File: config.mk
export PLATFORM = sky130hd
export DESIGN_NAME = prof_master_arbiter
export DESIGN_NICKNAME = d
export VERILOG_FILES = /design/src/rtl/prof_master_arbiter.sv
export SDC_FILE = /design/constraint.sdc
export NUM_CORES = 1
export LEC_CHECK = 0
export ABC_AREA = 1
export BUFFER_PORTS_ARGS = -buffer_cell sky130_fd_sc_hd__buf_2
export CORE_AREA = 4 4 122 124
export DETAILED_ROUTE_END_ITERATION = 16
export DIE_AREA = 0 0 126 128
export MAX_ROUTING_LAYER = met4
export PLACE_DENSITY = 0.52
export SETUP_SLACK_MARGIN = 0.15
export SLEW_MARGIN = 5
export SYNTH_ARGS = -nofsm -noshare
export SYNTH_HDL_FRONTEND = slang
export SYNTH_SLANG_ARGS = --single-unit
export TNS_END_PERCENT = 1
File: constraint.sdc
create_clock -name clk -period 3.5 [get_ports clk]
set_input_delay 0.175 -clock clk [delete_from_list [all_inputs] [get_ports clk]]
set_output_delay 0.175 -clock clk [all_outputs]
set_load 0.005 [all_outputs]
File: src/rtl/prof_master_arbiter.sv
// prof_master_arbiter
//   Shares one Avalon-MM profile master port between two requesters:
//   m0 (profiler counter init/retrieve engine) and m1 (debug/host readback).
//   Round-robin arbitration with a registered grant, grant locking, and a
//   bounded hold of HOLD_MAX accepted commands while the other side waits.
//   Outstanding pipelined reads are counted so every readdatavalid returns to
//   the requester that issued the read.
//
// Ports
//   clk, reset_n                  clock, asynchronous active-low reset
//   mX_read/write/address/
//     writedata/byteenable        requester X command (X = 0, 1)
//   mX_readdata                   read data, broadcast to both requesters
//   mX_waitrequest                stall to requester X
//   mX_readdatavalid              read data valid, issuing requester only
//   avm_profileMaster_*           downstream Avalon-MM master port
//   owner                         current or last grant holder
//   busy                          arbiter not idle or reads still in flight
//   err_rdv                       sticky: readdatavalid with nothing in flight
module prof_master_arbiter #(
  parameter int ADDR_W          = 32,
  parameter int DATA_W          = 32,
  parameter int MAX_OUTSTANDING = 4,
  parameter int HOLD_MAX        = 8
) (
  input  logic                clk,
  input  logic                reset_n,
  input  logic                m0_read,
  input  logic                m0_write,
  input  logic [ADDR_W-1:0]   m0_address,
  input  logic [DATA_W-1:0]   m0_writedata,
  input  logic [DATA_W/8-1:0] m0_byteenable,
  output logic [DATA_W-1:0]   m0_readdata,
  output logic                m0_waitrequest,
  output logic                m0_readdatavalid,
  input  logic                m1_read,
  input  logic                m1_write,
  input  logic [ADDR_W-1:0]   m1_address,
  input  logic [DATA_W-1:0]   m1_writedata,
  input  logic [DATA_W/8-1:0] m1_byteenable,
  output logic [DATA_W-1:0]   m1_readdata,
  output logic                m1_waitrequest,
  output logic                m1_readdatavalid,
  output logic                avm_profileMaster_read,
  output logic                avm_profileMaster_write,
  output logic [ADDR_W-1:0]   avm_profileMaster_address,
  output logic [DATA_W-1:0]   avm_profileMaster_writedata,
  output logic [DATA_W/8-1:0] avm_profileMaster_byteenable,
  input  logic [DATA_W-1:0]   avm_profileMaster_readdata,
  input  logic                avm_profileMaster_waitrequest,
  input  logic                avm_profileMaster_readdatavalid,
  output logic                owner,
  output logic                busy,
  output logic                err_rdv
);

  localparam int OUT_W  = $clog2(MAX_OUTSTANDING + 1);
  localparam int HOLD_W = $clog2(HOLD_MAX + 1);

  typedef enum logic [1:0] {
    IDLE  = 2'd0,
    GRANT = 2'd1,
    DRAIN = 2'd2
  } state_e;

  state_e            state_q, state_d;
  logic              owner_q, owner_d;
  logic              last_q, last_d;
  logic [OUT_W-1:0]  outstanding_q, outstanding_d;
  logic [HOLD_W-1:0] hold_cnt_q, hold_cnt_d;
  logic              err_rdv_q, err_rdv_d;

  logic req0, req1;
  logic own_read, own_write, own_req, other_req;
  logic in_grant, block;
  logic ds_read, ds_write;
  logic accept, rd_accept, rdv_ok;
  logic nonlast_req, pick;
  logic release_grant;

  assign req0      = m0_read | m0_write;
  assign req1      = m1_read | m1_write;
  assign own_read  = owner_q ? m1_read  : m0_read;
  assign own_write = owner_q ? m1_write : m0_write;
  assign own_req   = own_read | own_write;
  assign other_req = owner_q ? req0 : req1;
  assign in_grant  = (state_q == GRANT);

  // Stall only reads once the return pipeline is full; writes need no slot.
  assign block     = (outstanding_q == OUT_W'(MAX_OUTSTANDING)) & own_read;
  assign ds_read   = in_grant & own_read & ~block;
  assign ds_write  = in_grant & own_write;
  assign accept    = (ds_read | ds_write) & ~avm_profileMaster_waitrequest;
  assign rd_accept = ds_read & ~avm_profileMaster_waitrequest;

  // A return with nothing in flight is an error and never reaches a requester.
  assign rdv_ok    = avm_profileMaster_readdatavalid & (outstanding_q != '0);

  // Prefer the requester that did not hold the last grant.
  assign nonlast_req = last_q ? req0 : req1;
  assign pick        = nonlast_req ? ~last_q : last_q;

  // NOTE: every always_comb output gets a default before any branch so no
  // path leaves it unassigned, which would infer a latch.
  always_comb begin
    state_d       = state_q;
    owner_d       = owner_q;
    last_d        = last_q;
    outstanding_d = outstanding_q;
    hold_cnt_d    = hold_cnt_q;
    err_rdv_d     = err_rdv_q | (avm_profileMaster_readdatavalid & (outstanding_q == '0));
    release_grant = 1'b0;

    // Simultaneous accept and return cancel out.
    if (rd_accept && !rdv_ok) begin
      outstanding_d = outstanding_q + OUT_W'(1);
    end else if (!rd_accept && rdv_ok) begin
      outstanding_d = outstanding_q - OUT_W'(1);
    end

    if (accept && (hold_cnt_q != HOLD_W'(HOLD_MAX))) begin
      hold_cnt_d = hold_cnt_q + HOLD_W'(1);
    end

    case (state_q)
      IDLE: begin
        if (req0 || req1) begin
          owner_d    = pick;
          last_d     = pick;
          hold_cnt_d = '0;
          state_d    = GRANT;
        end
      end
      GRANT: begin
        // Hold limit uses the count including this cycle's accept, so the
        // HOLD_MAX-th command completes and the next one is not forwarded.
        release_grant = ~own_req | ((hold_cnt_d == HOLD_W'(HOLD_MAX)) & other_req);
        if (release_grant) begin
          state_d = (outstanding_d != '0) ? DRAIN : IDLE;
        end
      end
      DRAIN: begin
        if (outstanding_d == '0) begin
          state_d = IDLE;
        end
      end
      default: state_d = IDLE;
    endcase
  end

  // NOTE: sequential state uses non-blocking assignments so every flop samples
  // values from before the edge regardless of statement order.
  always_ff @(posedge clk or negedge reset_n) begin
    if (!reset_n) begin
      state_q       <= IDLE;
      owner_q       <= 1'b0;
      last_q        <= 1'b1;
      outstanding_q <= '0;
      hold_cnt_q    <= '0;
      err_rdv_q     <= 1'b0;
    end else begin
      state_q       <= state_d;
      owner_q       <= owner_d;
      last_q        <= last_d;
      outstanding_q <= outstanding_d;
      hold_cnt_q    <= hold_cnt_d;
      err_rdv_q     <= err_rdv_d;
    end
  end

  assign avm_profileMaster_read       = ds_read;
  assign avm_profileMaster_write      = ds_write;
  assign avm_profileMaster_address    = owner_q ? m1_address    : m0_address;
  assign avm_profileMaster_writedata  = owner_q ? m1_writedata  : m0_writedata;
  assign avm_profileMaster_byteenable = owner_q ? m1_byteenable : m0_byteenable;

  assign m0_waitrequest = ~(in_grant & ~owner_q) | avm_profileMaster_waitrequest | block;
  assign m1_waitrequest = ~(in_grant &  owner_q) | avm_profileMaster_waitrequest | block;

  // Ownership is frozen while reads are in flight, so owner_q routes returns.
  assign m0_readdata      = avm_profileMaster_readdata;
  assign m1_readdata      = avm_profileMaster_readdata;
  assign m0_readdatavalid = rdv_ok & ~owner_q;
  assign m1_readdatavalid = rdv_ok &  owner_q;

  assign owner   = owner_q;
  assign busy    = (state_q != IDLE) | (outstanding_q != '0);
  assign err_rdv = err_rdv_q;

endmodule

==> Word level (Yosys, flattened, before mapping) <==
Cells that the tools add are included.
{ "totals": {"ff_bits": 12, "in_bits": 176, "out_inout_bits": 141, "word_cells": 80} }
{ "op_classes": {"add_sub_neg": 3, "eq_ne": 8, "mux": 18, "bitwise_logic": 31, "reduce_logical": 14} }
{ "ops": {"columns": ["op", "count"], "rows": [
  ["32-bit 2-to-1 mux", 2],
  ["4-bit 2-to-1 mux", 4],
  ["1-bit AND", 13],
  ["1-bit OR", 11],
  ["2-bit 2-to-1 mux", 4],
  ["1-bit inverter", 7],
  ["3-bit zero test", 2],
  ["3-bit 2-to-1 mux", 2],
  ["2-bit case mux with 3 select lines", 1],
  ["3-bit nonzero test", 2],
  ["1-bit 2-to-1 mux", 5],
  ["4-bit by 1-bit adder with 4-bit output (second input constant)", 1],
  ["4-bit == test (second input constant)", 1],
  ["2-bit != test (second input constant)", 2],
  ["4-bit != test (second input constant)", 1],
  ["3-bit by 1-bit adder with 3-bit output (second input constant)", 1],
  ["3-bit == test (second input constant)", 1],
  ["1-bit logical AND", 3],
  ["3-bit AND reduction", 1],
  ["3-bit by 1-bit subtractor with 3-bit output (second input constant)", 1],
  ["2-bit by 1-bit == test with 1-bit output (second input constant)", 1],
  ["2-bit == test (second input constant)", 1],
  ["1-bit zero test", 2],
  ["2-bit zero test", 1],
  ["other kinds (4)", 4]
]} }

==> Depth between registers and ports, before layout <==
Gate-level depths: netlist (run 1).
{ "depth": {"depth_word": 13, "mapped_depth": 14, "depth_no_buf": 14} }

==> Least setup slack after synthesis (run 1) <==
OpenSTA, ideal clock, no wires.
{ "synth_path": {"path_kind": "register -> register", "startpoint": "register outstanding_q[0]", "endpoint": "register state_q[1]", "setup_ns": 0.114, "t_arrival_ns": 1.380, "t_required_ns": 3.386, "slack_ns": 2.006, "stages_incl_launch_ff": 13, "n_path_buf": 0, "synth_period_minus_slack_ns": 1.494, "path_cell_list": "dfrtp_1 > inv_1 > ha_1 > nand2_1 > nand4_1 > nand2_2 > nand2_1 > nand2_1 > nand2_1 > nor2_1 > nand2_1 > nand2_1 > nor2_2"} }
{ "synth_via": {"elab_chain_cells": 13, "word_cells_on_any_way": 30} }
{ "synth_lines": {"columns": ["element", "line_no", "text"], "rows": [
  ["from (decl)", "69", "logic [OUT_W-1:0] outstanding_q, outstanding_d;"],
  ["from (signal assigned)", "165", "outstanding_q <= outstanding_d;"],
  ["3-bit == test", "90", "assign block = (outstanding_q == OUT_W'(MAX_OUTSTANDING)) & own_read;"],
  ["1-bit AND", "90", null],
  ["1-bit inverter", "91", "assign ds_read = in_grant & own_read & ~block;"],
  ["1-bit AND", "91", null],
  ["1-bit AND", "94", "assign rd_accept = ds_read & ~avm_profileMaster_waitrequest;"],
  ["1-bit zero test", "117", "end else if (!rd_accept && rdv_ok) begin"],
  ["1-bit logical AND", "117", null],
  ["3-bit 2-to-1 mux", "117", null],
  ["3-bit 2-to-1 mux *", "115", "if (rd_accept && !rdv_ok) begin"],
  ["named net outstanding_d[1]", "69", null],
  ["3-bit nonzero test", "139", "state_d = (outstanding_d != '0) ? DRAIN : IDLE;"],
  ["2-bit 2-to-1 mux", "139", null],
  ["2-bit 2-to-1 mux", "138", "if (release_grant) begin"],
  ["2-bit case mux with 3 select lines", "125", "case (state_q)"],
  ["to (signal assigned)", "162", "state_q <= state_d;"],
  ["to (decl)", "66", "state_e state_q, state_d;"]
]} }
Mark *: on every way through the listed nets, which the timed path passes. The rest lies on a longest branch. The select of a mux whose other input is x is not followed.
A chain may end at the register's enable or synchronous reset.

==> Final worst setup path (run 1) <==
{ "layout_path": {"startpoint": "register owner_q (netlist: owner)", "endpoint": "register state_q[1]"} }
{ "layout_via": {"elab_chain_cells": 13, "word_cells_on_any_way": 31} }
{ "layout_lines": {"columns": ["element", "line_no", "text"], "rows": [
  ["from (decl)", "67", "logic owner_q, owner_d;"],
  ["from (signal assigned)", "163", "owner_q <= owner_d;"],
  ["1-bit 2-to-1 mux", "83", "assign own_read = owner_q ? m1_read : m0_read;"],
  ["1-bit AND", "90", null],
  ["1-bit inverter", "91", null],
  ["1-bit AND", "91", null],
  ["1-bit OR / 1-bit AND (equally long branches)", "93, 94", null],
  ["1-bit AND / 1-bit zero test (equally long branches)", "93, 117", null],
  ["1-bit logical AND (on tied branches)", "121, 117", null],
  ["4-bit 2-to-1 mux / 3-bit 2-to-1 mux (equally long branches)", "121, 117", null],
  ["4-bit == test / 3-bit 2-to-1 mux (equally long branches)", "137, 115", null],
  ["1-bit AND / 3-bit nonzero test (equally long branches)", "137, 139", null],
  ["1-bit OR / 2-bit 2-to-1 mux (equally long branches)", "137, 139", null],
  ["2-bit by 1-bit != test with 1-bit output (no source line) / 2-bit 2-to-1 mux (equally long branches)", null, null],
  ["3-bit AND reduction (no source line) / 2-bit case mux with 3 select lines (equally long branches)", null, null]
]} }
Several ways; a longest one is shown, not always the timed one. The select of a mux whose other input is x is not followed.

==> results of run 1 <==
critical path, delay by kind of cell, from the launching register on:
kind	cells	cell delay, ns
simple gates	12	1.05
buf+inv	1	0.54
flops	1	0.36
routing by layer:
layer  track usage (%)  part of all wire [%]
met1             14.31                    41
met2             18.15                    48
met3             3.833                    10
met4             1.262                  0.56
met5                 -                     0
registers in the layout (all words and copies together), names as in the netlist:
name and count:
state_q 2, owner 1, hold_cnt_q 4, last_q 1
outstanding_q 3, err_rdv 1
report_power, final:
part / internal [mW] / switching [mW] / leakage (nW) / total [mW]
Combinational: 0.596 / 0.931 / 1.83 / 1.53
Sequential: 0.202 / 0.0608 / 0.144 / 0.263
Clock: 0.173 / 0.0686 / 0.0442 / 0.242
final cells by class:
class	count	area [µm²]
inverter	22	83.83
clock buffer	4	88.84
fill	1657	10670
tap	180	225.2
multi-input combinational	295	1277
timing repair buffer	223	1126
sequential	12	302.8
metrics by stage:
stage	power, mW	utilization [%]
final	2.032	22.54
after floorplan	1.231	-
after global placement	1.832	21.82
after detailed placement	1.808	21.82
after CTS	2.066	22.54
after global routing	2.271	22.54
placed cells by master (no fill, tap or decap), types with 2 or more instances in the layout:
cell,instances
a21oi_1,3
buf_2,220
buf_4,2
clkbuf_16,3
dfrtp_1,10
ha_1,5
inv_1,16
inv_2,5
nand2_1,240
nand2_2,4
nand3_1,10
nand4_1,4
nor2_1,10
nor3_1,2
o21ai_0,4
xor2_1,3
worst max path at each step:
stage,startpoint,to,cells past startpoint
2_1_floorplan,outstanding_q[0],state_q[1],12
3_3_place_gp,owner,state_q[1],12
3_5_place_dp,owner,state_q[1],12
4_1_cts,owner,state_q[1],12
5_1_grt,owner,state_q[1],12
6_report,owner,state_q[1],13
kinds of logic (layout without fill, tap and decap cells):
group | after synthesis | count (layout)
AO/OA/AOI/OAI | 10 | 10
XOR/XNOR | 4 | 4
adder cells (fa/ha/maj) | 5 | 5
buffers and inverters | 102 | 249
flip-flops | 12 | 12
AND/OR/NAND/NOR | 276 | 276
timing repair:
item / CTS / global route
hold buffers: 1 / 0
gates resized for setup: 0 / 0
endpoints found under the hold margin: 11 / 0
==> qor.yml, run 1 <==
drc: 0
yosysMostFrequentCell: "nand2_1"
yosysWarnings: 0
initial_utilization_pct: 16.05
core_um2: 13770
synthArstFlopShare_pct: 100.0
ir_worst_vdd_mv: 0.2016
synthSimpleGateAreaFrac_pct: 50.88
period_minus_slack_ns: 2.031
fmax_mhz: 492.3
ctsHtreeMaxLevel: 1
diodes: 0
drive_above_1_share_pct: 43.88
finalWirelength_mm: 9.764
critPathMaxFanout: 73
setup_tns_ns: 0
p_leak_nw: 2.018
worst_pin_slew_ns: 0.7948
dp_slack_ns: 1.398
final-setup-viol-count: 0
synthCells: 409
ant_nets: 0
seq_area_frac_synth_pct: 13.64
worstHoldStart: "avm_profileMaster_readdatavalid"
ys_top_cells_by_area: "nand2_1 (41%), buf_4 (22%), dfrtp_1 (12%), ha_1 (2.8%), inv_1 (2.7%)"
slew_violations: 0
rr_worst_depth: 13
dp.cells: 731
post_drt_wl_per_cell_um: 13.27
rows: 43
synth_top_area_share_pct: 40.75
r2r_start: "owner"
grt_usage_pct: 11.30
min_to: "err_rdv"
synthTopCellsByCount: "nand2_1 (240), buf_4 (64), inv_1 (16)"
grt_antenna_before_repair: 0
clkSinkCount: 12
clkTransAtPathRegs_ns: 0.05
power.density_nw_per_um2: 654.6
grt_max_degree: 74
drv_cap: 0
crit_slowest_cell: "buf_4"
required_ns: 3.68
port_buffers: 220
hp-class: "in2reg"
dpl.hpwl_mm: 8.169
vias: 2740
cts_buffers: 3
die_x_um: 126
vias_per_cell: 3.723
cts_root_buf: "clkbuf_16"
synth_top_family_by_area: "simple AND/OR/NAND/NOR gates"
die_area_um2: 16130
relSlewSlack_pct: 46.61
final-hold-violation-count: 0
synthAdderAreaFrac_pct: 2.830
post_dp_cell_area_um2: 3005
clock_skew_ns: 0.0008077
worstSetupStartpointType: "flop"
critical_path.max_stage_delay_ns: 0.54
fin_crit_sh_pct: 58.04
fin_ws_ns: 1.469
postSynthAreaPerCell_um2: 5.406
rsz0062_at_grt: "false"
first_pass_iters: 4
design_area_um2: 3104
grt_overflow: 0
syn-num-nets: 590
synth_largest_area_cell: "nand2_1"
grt_pass1_wl_mm: 14.47
drt_iter0_drc: 115
fin_cells: 736
area_delta_synth_final_pct: 40.41
holdWs_ns: 0.2399
gp_congestion: 0.7701
cts.path.max_buffers: 2
synth_ff_type: "dfrtp_1"
cts_setup_buffers: 0
ff2ff_setup_slack_ns: 1.47
cp.arrival_ns: 2.21
worst_skew_pair.late_latency_ns: 0.24
synth_area_um2: 2211
crit_chain: "buf_4, nand2_1, nand2_2, nand3_4, nand2_4, nand2_2, nand2_1, nand2_1, nor2_1, nand2_1, nand2_1, nand2_1, nor2_2"
status: "complete, no violations"
grt_pass1_vias: 2681
synth_compound_area_share_pct: 2.490
worstSetupPathType: "reg2reg"
synth_cell_types: 28
synthMuxAreaShare_pct: 0
worstHoldPathCells: 3
num_io_pins: 317
die_h_um: 128
cts_tree: "yes"
endpoint_kind: "flop"
synth_edf_count: 0
synth-seq-cells: 12
layout.nets: 738
r2r_end: "state_q[1]"
critical_path.most_common_cell: "nand2_1"
synthXorXnorAreaFrac_pct: 1.585
(Power assumes the default switching activity.)
==> run 2: changes to the inputs <==
- CORE_AREA: 4 4 122 124 -> 4 4 121 123
- DIE_AREA: 0 0 126 128 -> 0 0 125 127
- PLACE_DENSITY: 0.52 -> 0.55
- clock period: 3.5 -> 1.65 ns (I/O delays scaled with it)
==> run 2 against run 1 <==
Die area decreased by 1.6%. Final cell count increased by 1.8%. Global-route usage decreased by 0.45 points.
==> qor.yml, run 2 (synthesis results as in run 1) <==
grt_overflow: 0  # unchanged
clkSinkCount: 12  # unchanged
grt_usage_pct: 10.85  # -0.45 points
crit_chain: "inv_2, nand2_4, inv_4, nor2_4, inv_2, buf_6, nor2_4, buf_2"
mostFrequentLayoutCell: "nand2_1"
post_drt_wl_per_cell_um: 12.43  # -6.3%
grt_antenna_before_repair: 0  # unchanged
fillers: 1609  # -2.9%
worstHoldPathCells: 0  # -3
slew_violations: 0  # unchanged
cp.arrival_ns: 1.46  # -0.75 ns
final-hold-violation-count: 0  # unchanged
critPathMaxFanout: 5  # -93%
ant_nets: 0  # unchanged
initial_utilization_pct: 16.18  # +0.13 points
grt_pass1_vias: 2706  # +0.93%
vias_per_cell: 3.798  # +2.0%
relSlewSlack_pct: 75.67  # +29 points
status: "complete, no violations"
p_switching_mw: 2.353  # +120%
drive_above_1_share_pct: 47.10  # +3.2 points
diodes: 0  # unchanged
drv_cap: 0  # unchanged
area_delta_synth_final_pct: 48.78
holdWs_ns: 0.1650  # -0.07488 ns
fin_crit_sh_pct: 93.67
p_leak_nw: 2.104  # +4.3%
die_area_um2: 15880  # -1.6%
drc: 0  # unchanged
grt_pass1_wl_mm: 13.88  # -4.1%
drt_iter0_drc: 104  # -9.6%
rsz0062_at_grt: "true"
fin_cells: 749  # +1.8%
p_sw_share_pct: 50.16  # -2.0 points
cts_root_buf: "clkbuf_16"
period_minus_slack_ns: 1.545
power.total_mw: 4.691  # +130%
endpoint_kind: "output pin"
largest_reg_flops: 4  # unchanged
fin_util_pct: 24.07  # +1.5 points
pwr-share-clk_pct: 10.7  # -1.2 points
layout.nets: 751  # +1.8%
critical_path.max_stage_delay_ns: 0.49  # -0.05 ns
required_ns: 1.57  # -2.11 ns
reg.largest.list: "hold_cnt_q: 4 flops, outstanding_q: 3 flops, state_q: 2 flops"
port_buffers: 220  # unchanged
intPower_mw: 2.338  # +140%
clkTransAtPathRegs_ns: 0.04  # about the same
rows: 43  # unchanged
dp.cells: 737  # +0.82%
hp-class: "in2out"
power.density_nw_per_um2: 1426  # +120%
critical-path-top-delay-family: "flip-flops"
cts.path.max_buffers: 2  # unchanged
finalWirelength_mm: 9.311  # -4.6%
crit_slowest_cell: "dfrtp_1"
worstSetupStartpointType: "flop"
fmax_mhz: 647.0
comb_power_share_pct: 77.4  # +2.2 points
grt_max_degree: 74  # unchanged
worst_pin_slew_ns: 0.3649  # -0.4299 ns
vias: 2845  # +3.8%
largest-register: "hold_cnt_q"
ctsHtreeMaxLevel: 1  # unchanged
num_io_pins: 317  # unchanged
path_depth: 8  # -5
cts_buffers: 3  # unchanged
dpl.hpwl_mm: 7.786  # -4.7%
cts_tree: "yes"
rr_worst_depth: 13  # unchanged
ir_worst_vdd_mv: 0.5045  # +150%
sequentialPowerShare_pct: 12.0  # -0.9 points
core_um2: 13670  # -0.78%
gp_congestion: 0.7613  # -1.1%
layout_common_cells: "nand2_1 (236), buf_2 (220), inv_1 (13), buf_4 (12)"
final-setup-viol-count: 0  # unchanged
worstSetupPathType: "reg2out"
die_x_um: 125  # -0.79%
cp_num_buf_inv: 5  # +4
die_h_um: 127  # -0.78%
worst_skew_pair.late_latency_ns: 0.24  # about the same
first_pass_iters: 4  # unchanged
clock_skew_ns: 0.002438  # +0.001630 ns
run 2: cell count changes in the layout (fill, tap and decap cells not counted), moves of 2 or more:
cell / before / now
inv_2: 5 / 7
nand2_4: 1 / 3
nand2_2: 4 / 6
nor2_4: 1 / 3
nor2_1: 10 / 7
inv_1: 16 / 13
buf_4: 2 / 12
nand2_1: 240 / 236
run 2: worst register-to-register path: stages, from the launching register on:
cell and delay, ns:
dfrtp_1 0.39, inv_2 0.09, ha_4 0.18, nand2_4 0.06, inv_4 0.06, nor2_4 0.04, inv_2 0.09, nand3_4 0.08
nand3_1 0.11, nand2_2 0.08, nor2_2 0.10, nand2_1 0.06, nand2_1 0.06, nor2_2 0.04
run 2: layout make-up:
class	count	area [µm²]	area share (%)
repair buffers	236	1247	37.92
inverters	22	90.09	2.739
multi-input cells	295	1335	40.59
clock buffers	4	88.84	2.701
well taps	180	225.2	6.847
flip-flops and latches	12	302.8	9.205
run 2: layer usage:
metal | up-vias | global-route usage [%] | part of all wire, %
li1 | 1481 | - | -
met1 | 1193 | 14.01 | 43
met2 | 165 | 17.30 | 48
met3 | 6 | 3.303 | 8.7
met4 | 0 | 1.403 | 0.56
met5 | - | - | 0
run 2: repair_timing:
item                                    4_1_cts  5_1_grt
endpoints found under the hold margin        11        0
hold buffers                                  1        0
pin swaps                                     4       12
gates resized for setup                       8       14
endpoints found under the setup margin        8       38
setup buffers                                 5        2
run 2: path summary, 6_finish.rpt:
path / end / slack, ns / startpoint
worst max-delay path: m0_readdatavalid / 0.10 / outstanding_q[2]
worst min-delay path: m0_readdata[26] / 0.17 / avm_profileMaster_readdata[26]
worst max register to register: state_q[1] / 0.11 / outstanding_q[1]
worst min register to register: err_rdv / 0.47 / err_rdv
max in group asynchronous: last_q / 1.10 / reset_n
min in group asynchronous: outstanding_q[1] / 0.26 / reset_n
run 2: stage by stage:
step	setup WS (ns)	cell area, µm²	TNS (ns)
2_1_floorplan	0.1556	2211	0
3_5_place_dp	-0.01144	3063	-0.01144
3_3_place_gp	0.02336	3063	0
5_1_grt	-0.05685	3289	-0.05685
6_report	0.1045	3289	0
4_1_cts	0.09419	3229	0
run 2: power groups by stage:
stage,logic [mW],registers [mW],clock network [mW]
finish,3.63,0.562,0.500
global route,4.12,0.574,0.521
CTS,3.54,0.557,0.506
detailed placement,3.36,0.563,0
global placement,3.40,0.563,0
floorplan,2.08,0.533,0
